<file path="src/rtl/psr_ctl_pkg.sv">
// Shared CPU constants for the processor-status controller: flag bit positions,
// flag-opcode and branch-condition encodings, reset value and the P load rule.
package psr_ctl_pkg;

  localparam int FLAG_C = 0;
  localparam int FLAG_Z = 1;
  localparam int FLAG_I = 2;
  localparam int FLAG_D = 3;
  localparam int FLAG_B = 4;
  localparam int FLAG_U = 5;
  localparam int FLAG_V = 6;
  localparam int FLAG_N = 7;

  localparam logic [2:0] FOP_NONE = 3'd0;
  localparam logic [2:0] FOP_CLC  = 3'd1;
  localparam logic [2:0] FOP_SEC  = 3'd2;
  localparam logic [2:0] FOP_CLI  = 3'd3;
  localparam logic [2:0] FOP_SEI  = 3'd4;
  localparam logic [2:0] FOP_CLV  = 3'd5;
  localparam logic [2:0] FOP_CLD  = 3'd6;
  localparam logic [2:0] FOP_SED  = 3'd7;

  localparam logic [2:0] BR_BPL = 3'd0;
  localparam logic [2:0] BR_BMI = 3'd1;
  localparam logic [2:0] BR_BVC = 3'd2;
  localparam logic [2:0] BR_BVS = 3'd3;
  localparam logic [2:0] BR_BCC = 3'd4;
  localparam logic [2:0] BR_BCS = 3'd5;
  localparam logic [2:0] BR_BNE = 3'd6;
  localparam logic [2:0] BR_BEQ = 3'd7;

  localparam logic [7:0] RESET_P_DEF = 8'h24;

  // B is never stored and the unused bit always reads 1.
  function automatic logic [7:0] p_fix(input logic [7:0] v);
    return {v[7:6], 1'b1, 1'b0, v[3:0]};
  endfunction

endpackage

</file>
<file path="src/rtl/psr_ctl_if.sv">
// Sequencer/ALU side bundle of the P-register controller.
interface psr_ctl_if;
  logic       ce;
  logic       alu_we;
  logic [7:0] af;
  logic [2:0] flag_op;
  logic       plp_we;
  logic [7:0] db_in;
  logic       php_brk;
  logic       int_ack;
  logic       int_nmi;
  logic [2:0] br_cond;
  logic       irq_n;
  logic       nmi_n;
  logic       so_n;
  logic [7:0] p_out;
  logic [7:0] push_byte;
  logic       br_taken;
  logic       irq_req;
  logic       nmi_req;

  modport master (
    output ce, alu_we, af, flag_op, plp_we, db_in, php_brk, int_ack, int_nmi,
           br_cond, irq_n, nmi_n, so_n,
    input  p_out, push_byte, br_taken, irq_req, nmi_req
  );

  modport slave (
    input  ce, alu_we, af, flag_op, plp_we, db_in, php_brk, int_ack, int_nmi,
           br_cond, irq_n, nmi_n, so_n,
    output p_out, push_byte, br_taken, irq_req, nmi_req
  );
endinterface

</file>
<file path="src/rtl/psr_ctl_sync_edge.sv">
// Pin synchronizer with a falling-edge pulse taken from registered samples only.
module psr_ctl_sync_edge #(
  parameter int SYNC_STAGES = 2
) (
  input  logic clock,
  input  logic reset_n,
  input  logic pin_n_i,
  output logic fall_o
);

  logic [SYNC_STAGES-1:0] sync_q;
  logic                   edge_q;

  // Idle-high reset so a pin held low through reset does not produce an edge.
  always_ff @(posedge clock or negedge reset_n) begin
    if (!reset_n) begin
      sync_q <= '1;
      edge_q <= 1'b1;
    end else begin
      sync_q <= {sync_q[SYNC_STAGES-2:0], pin_n_i};
      edge_q <= sync_q[SYNC_STAGES-1];
    end
  end

  assign fall_o = edge_q & ~sync_q[SYNC_STAGES-1];

endmodule

</file>
<file path="src/rtl/psr_ctl.sv">
// 6502 processor-status register: flag loads, branch evaluation, and the
// synchronized IRQ/NMI/SO request path for the sequencer.
module psr_ctl
  import psr_ctl_pkg::*;
#(
  parameter int         SYNC_STAGES = 2,
  parameter logic [7:0] RESET_P     = RESET_P_DEF
) (
  input  logic       clock,
  input  logic       reset_n,
  psr_ctl_if.slave   bus
);

  logic [7:0]             p_q, p_d;
  logic                   irq_req_q, irq_req_d;
  logic                   i_prev_q, i_prev_d;
  logic                   nmi_pend_q, nmi_pend_d;
  logic                   so_pend_q, so_pend_d;
  logic [SYNC_STAGES-1:0] irq_sync_q;
  logic                   nmi_fall;
  logic                   so_fall;
  logic                   branch_flag;

  psr_ctl_sync_edge #(.SYNC_STAGES(SYNC_STAGES)) u_nmi_sync (
    .clock   (clock),
    .reset_n (reset_n),
    .pin_n_i (bus.nmi_n),
    .fall_o  (nmi_fall)
  );

  psr_ctl_sync_edge #(.SYNC_STAGES(SYNC_STAGES)) u_so_sync (
    .clock   (clock),
    .reset_n (reset_n),
    .pin_n_i (bus.so_n),
    .fall_o  (so_fall)
  );

  always_comb begin
    p_d        = p_q;
    irq_req_d  = irq_req_q;
    i_prev_d   = i_prev_q;
    so_pend_d  = so_pend_q | so_fall;
    nmi_pend_d = nmi_pend_q;
    if (bus.ce) begin
      if (bus.plp_we) begin
        p_d = p_fix(bus.db_in);
      end else if (bus.alu_we) begin
        p_d = p_fix(bus.af);
      end else begin
        case (bus.flag_op)
          FOP_CLC: p_d[FLAG_C] = 1'b0;
          FOP_SEC: p_d[FLAG_C] = 1'b1;
          FOP_CLI: p_d[FLAG_I] = 1'b0;
          FOP_SEI: p_d[FLAG_I] = 1'b1;
          FOP_CLV: p_d[FLAG_V] = 1'b0;
          FOP_CLD: p_d[FLAG_D] = 1'b0;
          FOP_SED: p_d[FLAG_D] = 1'b1;
          default: ;
        endcase
      end
      if (bus.int_ack) p_d[FLAG_I] = 1'b1;
      if (so_fall || so_pend_q) p_d[FLAG_V] = 1'b1;
      so_pend_d = 1'b0;
      // I is sampled before this edge's update, giving the one-instruction CLI/SEI lag.
      irq_req_d = ~irq_sync_q[SYNC_STAGES-1] & ~i_prev_q;
      i_prev_d  = p_q[FLAG_I];
    end
    if (nmi_fall) begin
      nmi_pend_d = 1'b1;
    end else if (bus.ce && bus.int_ack && bus.int_nmi) begin
      nmi_pend_d = 1'b0;
    end
  end

  always_ff @(posedge clock or negedge reset_n) begin
    if (!reset_n) begin
      p_q        <= p_fix(RESET_P);
      irq_req_q  <= 1'b0;
      i_prev_q   <= 1'b1;
      nmi_pend_q <= 1'b0;
      so_pend_q  <= 1'b0;
      irq_sync_q <= '1;
    end else begin
      p_q        <= p_d;
      irq_req_q  <= irq_req_d;
      i_prev_q   <= i_prev_d;
      nmi_pend_q <= nmi_pend_d;
      so_pend_q  <= so_pend_d;
      irq_sync_q <= {irq_sync_q[SYNC_STAGES-2:0], bus.irq_n};
    end
  end

  always_comb begin
    case (bus.br_cond[2:1])
      2'd0:    branch_flag = p_q[FLAG_N];
      2'd1:    branch_flag = p_q[FLAG_V];
      2'd2:    branch_flag = p_q[FLAG_C];
      default: branch_flag = p_q[FLAG_Z];
    endcase
  end

  assign bus.br_taken  = (branch_flag == bus.br_cond[0]);
  assign bus.p_out     = p_q;
  assign bus.push_byte = {p_q[7:6], 1'b1, bus.php_brk, p_q[3:0]};
  assign bus.irq_req   = irq_req_q;
  assign bus.nmi_req   = nmi_pend_q;

endmodule

</file>
<file path="src/flat_wrapper.sv">
// flat-port wrapper written by rule: the top's interface ports become plain ports
module psr_ctl_flat import psr_ctl_pkg::*;
#(
  parameter int         SYNC_STAGES = 2,
  parameter logic [7:0] RESET_P     = RESET_P_DEF
)
  (clock, reset_n, bus_ce, bus_alu_we, bus_af, bus_flag_op, bus_plp_we, bus_db_in, bus_php_brk, bus_int_ack, bus_int_nmi, bus_br_cond, bus_irq_n, bus_nmi_n, bus_so_n, bus_p_out, bus_push_byte, bus_br_taken, bus_irq_req, bus_nmi_req);
  psr_ctl_if bus_i ();
  input  logic clock;
  input  logic reset_n;
  input wire logic [$bits(bus_i.ce)-1:0] bus_ce;
  input wire logic [$bits(bus_i.alu_we)-1:0] bus_alu_we;
  input wire logic [$bits(bus_i.af)-1:0] bus_af;
  input wire logic [$bits(bus_i.flag_op)-1:0] bus_flag_op;
  input wire logic [$bits(bus_i.plp_we)-1:0] bus_plp_we;
  input wire logic [$bits(bus_i.db_in)-1:0] bus_db_in;
  input wire logic [$bits(bus_i.php_brk)-1:0] bus_php_brk;
  input wire logic [$bits(bus_i.int_ack)-1:0] bus_int_ack;
  input wire logic [$bits(bus_i.int_nmi)-1:0] bus_int_nmi;
  input wire logic [$bits(bus_i.br_cond)-1:0] bus_br_cond;
  input wire logic [$bits(bus_i.irq_n)-1:0] bus_irq_n;
  input wire logic [$bits(bus_i.nmi_n)-1:0] bus_nmi_n;
  input wire logic [$bits(bus_i.so_n)-1:0] bus_so_n;
  output wire logic [$bits(bus_i.p_out)-1:0] bus_p_out;
  output wire logic [$bits(bus_i.push_byte)-1:0] bus_push_byte;
  output wire logic [$bits(bus_i.br_taken)-1:0] bus_br_taken;
  output wire logic [$bits(bus_i.irq_req)-1:0] bus_irq_req;
  output wire logic [$bits(bus_i.nmi_req)-1:0] bus_nmi_req;
  assign bus_i.ce = bus_ce;
  assign bus_i.alu_we = bus_alu_we;
  assign bus_i.af = bus_af;
  assign bus_i.flag_op = bus_flag_op;
  assign bus_i.plp_we = bus_plp_we;
  assign bus_i.db_in = bus_db_in;
  assign bus_i.php_brk = bus_php_brk;
  assign bus_i.int_ack = bus_int_ack;
  assign bus_i.int_nmi = bus_int_nmi;
  assign bus_i.br_cond = bus_br_cond;
  assign bus_i.irq_n = bus_irq_n;
  assign bus_i.nmi_n = bus_nmi_n;
  assign bus_i.so_n = bus_so_n;
  assign bus_p_out = bus_i.p_out;
  assign bus_push_byte = bus_i.push_byte;
  assign bus_br_taken = bus_i.br_taken;
  assign bus_irq_req = bus_i.irq_req;
  assign bus_nmi_req = bus_i.nmi_req;
  psr_ctl #(.SYNC_STAGES(SYNC_STAGES), .RESET_P(RESET_P)) u_core (.clock(clock), .reset_n(reset_n), .bus(bus_i));
endmodule
</file>
<file path="config.mk">
export PLATFORM = sky130hd
export DESIGN_NAME = psr_ctl_flat
export DESIGN_NICKNAME = d
export VERILOG_FILES = /design/src/rtl/psr_ctl_pkg.sv /design/src/rtl/psr_ctl_if.sv /design/src/rtl/psr_ctl_sync_edge.sv /design/src/rtl/psr_ctl.sv /design/src/flat_wrapper.sv
export SDC_FILE = /design/constraint.sdc
export NUM_CORES = 1
export LEC_CHECK = 0
export ABC_AREA = 1
export CELL_PAD_IN_SITES_DETAIL_PLACEMENT = 2
export CELL_PAD_IN_SITES_GLOBAL_PLACEMENT = 2
export CORE_MARGIN = 2
export CORE_UTILIZATION = 21
export DETAILED_ROUTE_END_ITERATION = 8
export GPL_ROUTABILITY_DRIVEN = 0
export PLACE_DENSITY = 0.8
export SETUP_SLACK_MARGIN = 0.1
export SYNTH_ARGS = -nofsm -noshare
export SYNTH_HDL_FRONTEND = slang
export SYNTH_SLANG_ARGS = --single-unit
</file>
<file path="constraint.sdc">
create_clock -name clock -period 3.3 [get_ports clock]
set_input_delay 0.33 -clock clock [delete_from_list [all_inputs] [get_ports clock]]
set_output_delay 0.33 -clock clock [all_outputs]
set_load 0.005 [all_outputs]
</file>
==> results of run 1 <==
[power breakdown]
part | switching, mW | internal [mW] | total (mW)
logic | 0.0604 | 0.0864 | 0.147
clock network | 0.0690 | 0.0855 | 0.155
registers | 0.0150 | 0.247 | 0.262
[metal layers]
layer / share of wire, % / routed length, um / up-vias
met2: 56 / 1590 / 27
met5: 0 / 0 / -
met4: 0.25 / 7 / 0
li1: - / - / 432
met3: 4.9 / 140 / 2
met1: 38 / 1090 / 429
[cell families (layout without fill, tap and decap cells)]
family	Yosys count	count (layout)	share of synthesized area [%]
simple gates	62	62	29.1
other cells	2	3	0.786
compound gates	10	10	6.28
buf+inv	25	59	15.4
flops	18	18	48.4
[sequential cells by signal, indices dropped and copies added (netlist names)]
signal and cells:
u_core.so_pend_q 1, u_core.bus.irq_req 1, u_core.irq_sync_q 2, u_core.u_so_sync.sync_q 2
u_core.u_so_sync.edge_q 1, u_core.u_nmi_sync.edge_q 1, u_core.bus.p_out 6, u_core.u_nmi_sync.sync_q 2
u_core.i_prev_q 1, u_core.bus.nmi_req 1
[final timing paths]
kind / from / to / slack, ns
worst max-delay path: bus_br_cond[1] / bus_br_taken / 1.19
worst min-delay path: u_core.u_so_sync.sync_q[0] / u_core.u_so_sync.sync_q[1] / 0.36
worst max register to register: u_core.u_so_sync.sync_q[1] / u_core.bus.p_out[6] / 2.06
worst min register to register: u_core.u_so_sync.sync_q[0] / u_core.u_so_sync.sync_q[1] / 0.36
max in group asynchronous: reset_n / u_core.bus.nmi_req / 2.26
min in group asynchronous: reset_n / u_core.bus.p_out[6] / 0.54
[through the flow]
step / hold WS [ns] / setup slack [ns] / instance area (um^2) / utilization [%]
2_1_floorplan: 0.0344 / 2.20 / 960 / -
3_3_place_gp: 0.346 / 1.31 / 1350 / 30.8
3_5_place_dp: 0.349 / 1.17 / 1350 / 30.8
4_1_cts: 0.360 / 1.16 / 1400 / 31.8
5_1_grt: 0.362 / 1.12 / 1400 / 31.8
6_report: 0.359 / 1.19 / 1400 / 31.8
[final cells by class]
class | instances | area share [%]
Inverter | 13 | 3.85
Multi-Input combinational cell | 75 | 25.0
Clock buffer | 4 | 3.23
Sequential cell | 18 | 33.2
Tap cell | 52 | 4.66
Timing Repair Buffer | 42 | 30.1
[placed cells by master, fill, tap and decap left out]
master / instances
clkdlybuf4s50_1: 42
nand2_1: 33
nand3_1: 19
inv_1: 11
dfstp_2: 10
dfrtp_1: 8
nor2_1: 5
a21oi_1: 3
conb_1: 3
clkbuf_8: 3
o211ai_1: 2
nor2_4: 2
a31oi_1: 2
o21ai_0: 2
nand4_1: 1
clkinv_4: 1
inv_2: 1
o31ai_1: 1
nor3_1: 1
nand2b_1: 1
clkbuf_1: 1
==> results.py, run 1 <==
metrics = {
    "setup_path": {
        "crit_path_frequent_cell": "clkdlybuf4s50_1",
        "start_kind": "input port",
        "worst-endpoint-arrival_ns": 1.78,
        "crit_type": "input port to output pin",
        "crit_cells": 5,
        "cp_cell_sequence": "clkdlybuf4s50_1 > o211ai_1 > nand3_1 > nand2_1 > clkdlybuf4s50_1",
        "critPathTopFamily": "buffers and inverters",
        "critPathMaxStageDelay_ns": 0.50,
        "worstPathMaxFanout": 4,
        "crit_path_end_kind": "output pin",
        "critPathRequiredTime_ns": 2.97,
        "ff2ff_path_depth": 6,
        "worst-path-buf-inv": 2,
        "cp_slowest_cell": "clkdlybuf4s50_1",
    },
    "route": {
        "ant_nets": 0,
        "routedWlPerCell_um": 13.9,
        "first_iter_violations": 19,
        "first_pass_iters": 3,
        "vias": 890,
        "via_per_inst": 4.36,
        "drc": 0,
        "wl_um": 2830,
    },
    "power_and_ir_drop": {
        "p_leak_nw": 0.621,
        "peakVddDrop_v": 0.000172,
        "p_total_uw": 564,
        "p_per_area_mw_per_mm2": 404,
    },
    "cts": {
        "cts_setup_buffers": 0,
        "cts_buffers": 3,
        "h-tree-depth": 1,
        "clk_pin_slew_worst_paths_ns": 0.07,
        "clk_latency_ns": 0.25,
        "post_cts_resized": 0,
        "clockRootBuffer": "clkbuf_8",
        "clockBufferDepth": 2,
        "cts.sinks": 18,
        "cts_hold_buf": 0,
        "cts_tree": "done",
    },
    "logic_synthesis": {
        "netlist_top_cells_count": "nand2_1 (33), nand3_1 (19), buf_4 (11), inv_1 (11), dfstp_2 (10)",
        "yosys_warnings": 0,
        "synth_edf_count": 0,
        "synth_top_cell_area_share_pct": 27.5,
        "syn_inst": 117,
        "ys_top_cells_by_area": "dfstp_2 (27%), dfrtp_1 (21%), nand2_1 (13%)",
        "ys_ff_latch": 18,
        "syn_avg_cell_area_um2": 8.17,
        "synth_ff_type": "dfstp_2",
        "synth_area_leader_cell": "dfstp_2",
        "synthArstFlopShare_pct": 100,
        "synth.most_common_cell": "nand2_1",
        "synth-seq-area-share_pct": 48.4,
        "netlist_area_um2": 956,
        "synth_cell_types": 20,
    },
    "global_route": {
        "top_usage_layer": "met2",
        "antenna_found_initial": 0,
        "grtUsageMet3_pct": 3.09,
        "grt_overflow_total": 0,
        "grt_pass1_vias": 1010,
        "grt.total_usage_pct": 11.8,
        "met2_usage_pct": 23.7,
        "grt_pass1_wl_um": 4700,
        "grt_max_degree": 19,
        "grt_util_met1_pct": 12.5,
    },
    "die": {
        "rows": 24,
        "die_x_um": 71.5,
        "start_util_pct": 21.8,
        "die_y_um": 71.5,
        "die-area_mm2": 0.00511,
        "core_area_mm2": 0.00438,
        "pin_count": 52,
    },
    "min_path": {
        "hold_class": "register to register",
        "min_path_cells": 0,
    },
    "finish": {
        "multi_input_area_um2": 349,
        "layout.cells.non_filler": 204,
        "nets": 186,
        "fillCellCount": 503,
        "areaGrowthSynthToFinish_pct": 46.1,
        "drive_gt1_share_pct": 11.2,
        "seq_area_um2": 463,
        "insertedDiodeCount": 0,
    },
    "place": {
        "hpwl_um": 2360,
        "dpl.cell_count": 200,
        "io_buffers": 42,
    },
    "flow_run": {
        "cap_viol_max_count": 0,
    },
    "outcome": {
        "run_status": "completed",
    },
    "timing": {
        "finalSetupViolCount": 0,
        "finalCritPeriodShare_pct": 63.9,
        "drv_slew": 0,
        "relSlewSlack_pct": 46.5,
        "fin_tns_setup_ns": 0,
        "clock_skew_ns": 0.00394,
        "max_freq_ghz": 0.474,
        "hold_viol_final": 0,
        "tightest_slew_ns": 0.799,
        "rsz0062_at_grt": "no",
        "min_period_ns": 2.11,
    },
}
Power figures use the tool's default switching activity.
==> inputs of run 2 (changes only) <==
--- a/config.mk
+++ b/config.mk
@@ -9,10 +9,10 @@
 export CELL_PAD_IN_SITES_DETAIL_PLACEMENT = 2
 export CELL_PAD_IN_SITES_GLOBAL_PLACEMENT = 2
 export CORE_MARGIN = 2
-export CORE_UTILIZATION = 21
+export CORE_UTILIZATION = 18
 export DETAILED_ROUTE_END_ITERATION = 8
 export GPL_ROUTABILITY_DRIVEN = 0
-export PLACE_DENSITY = 0.8
+export PLACE_DENSITY = 0.73
 export SETUP_SLACK_MARGIN = 0.1
 export SYNTH_ARGS = -nofsm -noshare
 export SYNTH_HDL_FRONTEND = slang
==> constraint.sdc (replaced) <==
create_clock -name clock -period 1.9 [get_ports clock]
set_input_delay 0.19 -clock clock [delete_from_list [all_inputs] [get_ports clock]]
set_output_delay 0.19 -clock clock [all_outputs]
set_load 0.005 [all_outputs]
==> run 2 against run 1 <==
Combinational power grew 88%. Clock skew shrank 0.0035 ns. Clock power grew 74%. Sequential power grew 72%. Cell count grew 11%. Highest routed layer unchanged.
==> results.py, run 2 (synthesized netlist as in run 1, its figures left out) <==
metrics = {
    "outcome": {
        "run_status": "completed",
    },
    "route": {
        "routedWlPerCell_um": 13.0,
        "via_per_inst": 4.05,
        "vias": 919,
        "first_pass_iters": 2,
        "drc": 0,
        "wl_um": 2950,
        "first_iter_violations": 35,
        "ant_nets": 0,
    },
    "timing": {
        "fin_ws_ns": 0.323,
        "hold_viol_final": 0,
        "drv_slew": 0,
        "rsz0062_at_grt": "no",
        "fin_tns_setup_ns": 0,
        "finalSetupViolCount": 0,
        "min_period_ns": 1.58,
        "finalCritPeriodShare_pct": 83.0,
        "max_freq_ghz": 0.634,
        "clock_skew_ns": 0.000434,
    },
    "flow_run": {
        "cap_viol_max_count": 0,
    },
    "power_and_ir_drop": {
        "peakVddDrop_v": 0.000207,
        "p_leak_nw": 0.648,
        "p_per_area_mw_per_mm2": 685,
    },
    "setup_path": {
        "critPathRequiredTime_ns": 1.71,
        "worstPathMaxFanout": 2,
        "crit_path_end_kind": "output pin",
        "worst-endpoint-arrival_ns": 1.39,
        "start_kind": "register",
        "crit_type": "register to output pin",
    },
    "global_route": {
        "antenna_found_initial": 0,
        "grt_pass1_vias": 1026,
        "grt.total_usage_pct": 10.8,
        "grt_overflow_total": 0,
        "grt_pass1_wl_um": 5040,
        "grt_max_degree": 19,
    },
    "place": {
        "hpwl_um": 2370,
        "io_buffers": 42,
        "dp_slack_ns": 0.0472,
    },
    "finish": {
        "nets": 191,
        "final_cell_mix": "clkdlybuf4s50_1 (40), nand2_1 (33), nand3_1 (19), inv_1 (11), dfstp_2 (10)",
        "areaGrowthSynthToFinish_pct": 52.1,
        "insertedDiodeCount": 0,
        "mostFrequentLayoutCell": "clkdlybuf4s50_1",
        "drive_gt1_share_pct": 14.0,
        "largest_reg_flops": 6,
    },
    "cts": {
        "cts_hold_buf": 0,
        "clk_latency_ns": 0.25,
        "h-tree-depth": 1,
        "clockRootBuffer": "clkbuf_8",
        "cts_tree": "done",
        "clk_pin_slew_worst_paths_ns": 0.06,
        "cts_buffers": 3,
        "clockBufferDepth": 2,
        "cts.sinks": 18,
    },
    "die": {
        "rows": 26,
        "die_x_um": 76.9,
        "die-area_mm2": 0.00591,
        "start_util_pct": 18.7,
        "core_area_mm2": 0.00511,
        "die_y_um": 76.9,
        "pin_count": 52,
    },
    "min_path": {
        "hold_class": "input port to async pin",
    },
}
==> run 2: critical path, cell delays in order, from the launching register on <==
cell           delay [ns]
dfrtp_1              0.35
inv_1                0.06
o211ai_1             0.24
nand2_1              0.10
nand2_1              0.07
nand2_1              0.05
dlygate4sd2_1        0.26
==> run 2: final timing paths <==
kind,startpoint,to,slack [ns],cells after the start
max in group asynchronous,reset_n,u_core.u_nmi_sync.edge_q,1.37,2
max reg2reg,u_core.u_so_sync.sync_q[1],u_core.bus.p_out[6],0.66,5
max,u_core.bus.p_out[7],bus_br_taken,0.32,6
min,reset_n,u_core.so_pend_q,0.28,2
min in group clock,bus_nmi_n,u_core.u_nmi_sync.sync_q[0],0.34,1
min reg2reg,u_core.u_nmi_sync.sync_q[0],u_core.u_nmi_sync.sync_q[1],0.36,0
==> run 2: repair_timing <==
item,CTS,global route
setup endpoints to repair,1,0
gates resized for setup,2,0
buffers inserted,3,0
==> run 2: final cells by class <==
| class | count | area, um^2 |
|---|---|---|
| fillers | 606 | 3650 |
| repair buffers | 47 | 455 |
| clock buffers | 4 | 45.0 |
| flip-flops and latches | 18 | 463 |
| well taps | 70 | 87.6 |
| multi-input cells | 75 | 349 |
| inverters | 13 | 53.8 |
==> run 2: layer usage <==
layer / track usage (%) / share of wire (%) / up-vias / wire length (um)
li1: - / - / 442 / -
met3: 3.06 / 4.6 / 4 / 135
met4: 2.91 / 1.1 / 0 / 31
met2: 20.6 / 54 / 29 / 1600
met1: 11.6 / 40 / 444 / 1180
met5: 0 / 0 / - / 0
==> run 2: where the power goes <==
part	total [mW]	switching, mW	internal, mW	leakage [nW]
Clock	0.269	0.120	0.149	0.0228
Combinational	0.277	0.116	0.161	0.424
Sequential	0.451	0.0213	0.429	0.201
==> run 2: stage by stage <==
stage               total power, mW  std cells  hold WS, ns  utilization (%)  cell area [um^2]
finish                        0.996        227        0.275             28.5              1450
global route                   1.06        227        0.303             28.5              1450
CTS                            1.02        227        0.276             28.5              1450
detailed placement            0.726        220        0.349             27.2              1390
global placement              0.710        220        0.346             27.2              1390
floorplan                     0.569        118       -0.106                -               960
==> patch 1 (settings of run 2) <==
`SYNC_STAGES` is set to 2 in 3 places; all go to 4.
--- a/src/rtl/psr_ctl_sync_edge.sv
+++ b/src/rtl/psr_ctl_sync_edge.sv
@@ -1,6 +1,6 @@
 // Pin synchronizer with a falling-edge pulse taken from registered samples only.
 module psr_ctl_sync_edge #(
-  parameter int SYNC_STAGES = 2
+  parameter int SYNC_STAGES = 4
 ) (
   input  logic clock,
   input  logic reset_n,
--- a/src/rtl/psr_ctl.sv
+++ b/src/rtl/psr_ctl.sv
@@ -3,7 +3,7 @@
 module psr_ctl
   import psr_ctl_pkg::*;
 #(
-  parameter int         SYNC_STAGES = 2,
+  parameter int         SYNC_STAGES = 4,
   parameter logic [7:0] RESET_P     = RESET_P_DEF
 ) (
   input  logic       clock,
--- a/src/flat_wrapper.sv
+++ b/src/flat_wrapper.sv
@@ -1,7 +1,7 @@
 // flat-port wrapper written by rule: the top's interface ports become plain ports
 module psr_ctl_flat import psr_ctl_pkg::*;
 #(
-  parameter int         SYNC_STAGES = 2,
+  parameter int         SYNC_STAGES = 4,
   parameter logic [7:0] RESET_P     = RESET_P_DEF
 )
   (clock, reset_n, bus_ce, bus_alu_we, bus_af, bus_flag_op, bus_plp_we, bus_db_in, bus_php_brk, bus_int_ack, bus_int_nmi, bus_br_cond, bus_irq_n, bus_nmi_n, bus_so_n, bus_p_out, bus_push_byte, bus_br_taken, bus_irq_req, bus_nmi_req);
Behaviour: not the same (a bounded check fails within 4 cycles, from zero or initial values and one cycle with reset_n low).
==> patch 1 against run 2 <==
- die area is 15% higher
- cell count rose by 4.8%
- maximum frequency is 3.2% higher
- total power is 30% higher
- area after synthesis is 16% higher
- sequential cell count rose by 6
- worst hold slack improved by 4.0 ps
- setup slack improved by 49 ps
- final area rose by 13%
- routed wire length fell by 4.2%
- first-iteration DRC count decreased by 31%
- critical endpoint is now bus_push_byte[2]
==> patch 1: results <==
{
  "status": "completed",
  "clockBufferDepth": 2,
  "power_leakage_nw": 0.736,
  "synth_warnings": 0,
  "numCtsBuffers": 3,
  "seq_area_frac_synth_pct": 55.8,
  "cp_slowest_cell": "dfstp_2",
  "synth-main-ff-cell": "dfstp_2",
  "p_seq_share_pct": 45.7,
  "clk_pin_slew_ps": 90,
  "place_inst": 232,
  "slowest_delay_ps": 570,
  "drt_pass1_iterations": 4,
  "synthArstFlopShare_pct": 100,
  "grt_pass1_wl_um": 4690,
  "placed_area_um2": 1550,
  "drive_gt1_share_pct": 16.6,
  "pwr-share-clk_pct": 33.6,
  "n_antenna_cell": 0,
  "drt_iter0_markers": 24,
  "internal-power_mw": 1.01,
  "cts-root-buf": "clkbuf_8",
  "dpl.hpwl_um": 2190,
  "grt_pass1_vias": 1067,
  "grt_max_degree": 25,
  "ys_types": 17,
  "largest_register_ffs": 6,
  "finalNetCount": 197,
  "ys_top_cells_by_area": "dfstp_2 38%, dfrtp_1 18%, nand2_1 11%, nand3_1 9.0%, buf_4 7.4%",
  "htree_levels": 1,
  "hold_path.class": "in2async",
  "instances_no_fill": 238,
  "peakVddDrop_uv": 478,
  "postSynthCellCount": 124,
  "r2r_cells": 5,
  "grt_usage_pct": 8.95,
  "num_vias": 956,
  "critPathArrivalTime_ps": 1340,
  "numPortBuffers": 42,
  "p_seq_mw": 0.594,
  "cp_max_fo": 4,
  "timing.critical_path.max_delay_family": "flip-flops",
  "clock_skew_ps": 5.45,
  "wl_per_cell_um": 11.9,
  "ys_top_cells_by_count": "32 x nand2_1, 20 x nand3_1, 16 x dfstp_2"
}
## patch 1: path summary, 6_finish.rpt
check,slack (ps),end,from
max,370,bus_push_byte[2],u_core.bus.p_out[2]$_DFFE_PN1P_
min,280,u_core.bus.p_out[3]$_DFFE_PN0P_,reset_n
max reg2reg,720,u_core.bus.p_out[6]$_DFFE_PN0P_,u_core.u_so_sync.sync_q[3]$_DFF_PN1_
min reg2reg,360,u_core.irq_sync_q[1]$_DFF_PN1_,u_core.irq_sync_q[0]$_DFF_PN1_
max in group asynchronous,1330,u_core.u_so_sync.sync_q[3]$_DFF_PN1_,reset_n
min in group clock,320,u_core.u_nmi_sync.sync_q[0]$_DFF_PN1_,bus_nmi_n
## patch 1: routing by layer
layer | up-vias | part of all wire, % | GRT usage (%)
li1 | 459 | - | -
met1 | 469 | 40 | 9.59
met2 | 28 | 54 | 17.8
met3 | 0 | 5.9 | 2.39
met4 | 0 | 0 | 0.984
met5 | - | 0 | 0
## patch 1: area by class of cell
type                       count  area, um^2
inverter                      13        51.3
timing repair buffer          46         455
clock buffer                   3        41.3
tap                           75        93.8
sequential                    24         621
clock inverter                 1        30.0
multi-input combinational     76         350
fill                         705        4310
## patch 1: timing repair
| item | in CTS | in global routing |
|---|---|---|
| gates resized for setup | 0 | 2 |
| pin swaps | 0 | 3 |
| setup endpoints to repair | 1 | 1 |
| hold buffers | 0 | 0 |
| buffers inserted | 2 | 0 |
## patch 1: cells by family after synthesis
family | synth area share, %
AO/OA/AOI/OAI | 5.40
buffers and inverters | 13.0
flip-flops | 55.8
other | 0.675
AND/OR/NAND/NOR | 25.1
## patch 1: through the flow
stage	setup WS (ps)	util [%]
final	372	27.6
after global routing	311	27.6
after CTS	110	27.5
after detailed placement	117	26.1
after global placement	156	26.1
after floorplan	847	-
==> patch 2 (settings of run 2) <==
Without the edit above. Reset style: synchronous (`reset_n`), changed in 2 clocked blocks.
--- a/src/rtl/psr_ctl_sync_edge.sv
+++ b/src/rtl/psr_ctl_sync_edge.sv
@@ -12,7 +12,7 @@
   logic                   edge_q;
 
   // Idle-high reset so a pin held low through reset does not produce an edge.
-  always_ff @(posedge clock or negedge reset_n) begin
+  always_ff @(posedge clock) begin
     if (!reset_n) begin
       sync_q <= '1;
       edge_q <= 1'b1;
--- a/src/rtl/psr_ctl.sv
+++ b/src/rtl/psr_ctl.sv
@@ -72,7 +72,7 @@
     end
   end
 
-  always_ff @(posedge clock or negedge reset_n) begin
+  always_ff @(posedge clock) begin
     if (!reset_n) begin
       p_q        <= p_fix(RESET_P);
       irq_req_q  <= 1'b0;
Function: differs if reset_n is asserted again (counterexample within 4 cycles, from zero or initial values and one cycle with reset_n low); with reset_n held inactive, the same outputs for 10 cycles.
==> patch 2 against run 2 <==
- setup slack better by 160 ps
- final area down 4.6%
- total power decreased by 6.5%
- critical path type is now in2reg
- non-clock buffer count fell by 3
- cell count increased by 0.88%
- area after synthesis fell by 5.0%
- sequential cell count unchanged
- combinational power is 26% lower
- core utilization rose by 0.50 points
- synthesized cell count up 7.7%
- die area decreased by 4.7%
- routed wire length decreased by 0.64%
==> patch 2: results <==
{
  "wl_met1_um": 1280,
  "cp_slowest_cell": "clkdlybuf4s50_1",
  "use_met2_pct": 19.8,
  "wl_per_cell_um": 12.8,
  "cp_max_fo": 9,
  "seq_area_frac_synth_pct": 39.7,
  "met1_usage_pct": 12.5,
  "buffers": 44,
  "clock_area_share_pct": 3.97,
  "n_all_inverters": 12,
  "grt_max_degree": 11,
  "wl_met3_um": 228,
  "peakVddDrop_uv": 286,
  "status": "completed",
  "grt.met3_usage_pct": 3.08,
  "grt_pass1_vias": 1031,
  "whs_ps": 380,
  "clock_skew_ps": 3.14,
  "synth_compound_area_share_pct": 9.09,
  "multi_input_gates": 84,
  "drt_iter0_markers": 10,
  "cts_setup_buffers": 0,
  "synth-xor-area-share_pct": 0.964,
  "dpl.hpwl_um": 2410,
  "nonClkBufAreaFrac_pct": 31.5,
  "seq_area_share_pct": 26.0,
  "reg2reg_slack_ps": 890,
  "synthArstFlopShare_pct": 0,
  "power_leakage_nw": 0.584,
  "fillers": 583,
  "r2r-start": "u_core.u_so_sync.sync_q[1]$_SDFF_PN1_",
  "num_vias": 959,
  "ys_types": 20,
  "slowest_delay_ps": 750,
  "ctsResizeCount": 1,
  "ys_top_cells_by_area": "dfxtp_1 40%, nand3_1 11%, nand2_1 10%, buf_4 9.9%, or2_2 4.8%",
  "ys_top_cells_by_count": "25 x nand2_1, 20 x nand3_1, 18 x dfxtp_1",
  "drt_pass1_iterations": 4
}
[patch 2: cell types whose count changed in the layout (fill, tap and decap cells not counted), sizes merged, moves of 3 or more]
cell | before | now
dfxtp | 0 | 18
dfstp | 10 | 0
buf | 5 | 2
a21oi | 3 | 7
dfrtp | 8 | 0
or2 | 0 | 7
nand2 | 33 | 25
[patch 2: metrics by stage]
| step | setup WS [ps] | std cells | cell area (um^2) | power (mW) | utilization [%] |
|---|---|---|---|---|---|
| 3_5_place_dp | 107 | 225 | 1330 | 0.630 | 27.8 |
| 3_3_place_gp | 138 | 225 | 1330 | 0.621 | 27.8 |
| 4_1_cts | 109 | 229 | 1380 | 0.951 | 28.9 |
| 5_1_grt | 349 | 229 | 1390 | 0.994 | 29.0 |
| 2_1_floorplan | 937 | 127 | 912 | 0.514 | - |
| 6_report | 484 | 229 | 1390 | 0.932 | 29.0 |
[patch 2: worst max path at each step]
stage / cells past startpoint / to / from / slack [ps]
after floorplan: 4 / bus_br_taken / u_core.bus.p_out[7]$_SDFFE_PN0P_ / 940
after global placement: 6 / bus_br_taken / bus_br_cond[1] / 140
after detailed placement: 6 / bus_br_taken / bus_br_cond[1] / 110
after CTS: 5 / bus_br_taken / u_core.bus.p_out[0]$_SDFFE_PN0P_ / 110
after global routing: 8 / u_core.bus.p_out[6]$_SDFFE_PN0P_ / bus_plp_we / 350
final: 8 / u_core.bus.p_out[6]$_SDFFE_PN0P_ / bus_plp_we / 480
[patch 2: critical path: cells and delay by family]
family	cells	cell delay (ps)
buffers and inverters	2	910
and+or+nand+nor	6	470
[patch 2: power by group]
group / switching, mW / leakage, nW / internal, mW / total (mW)
logic: 0.0850 / 0.407 / 0.119 / 0.204
clock network: 0.131 / 0.0288 / 0.184 / 0.316
registers: 0.0139 / 0.149 / 0.398 / 0.412
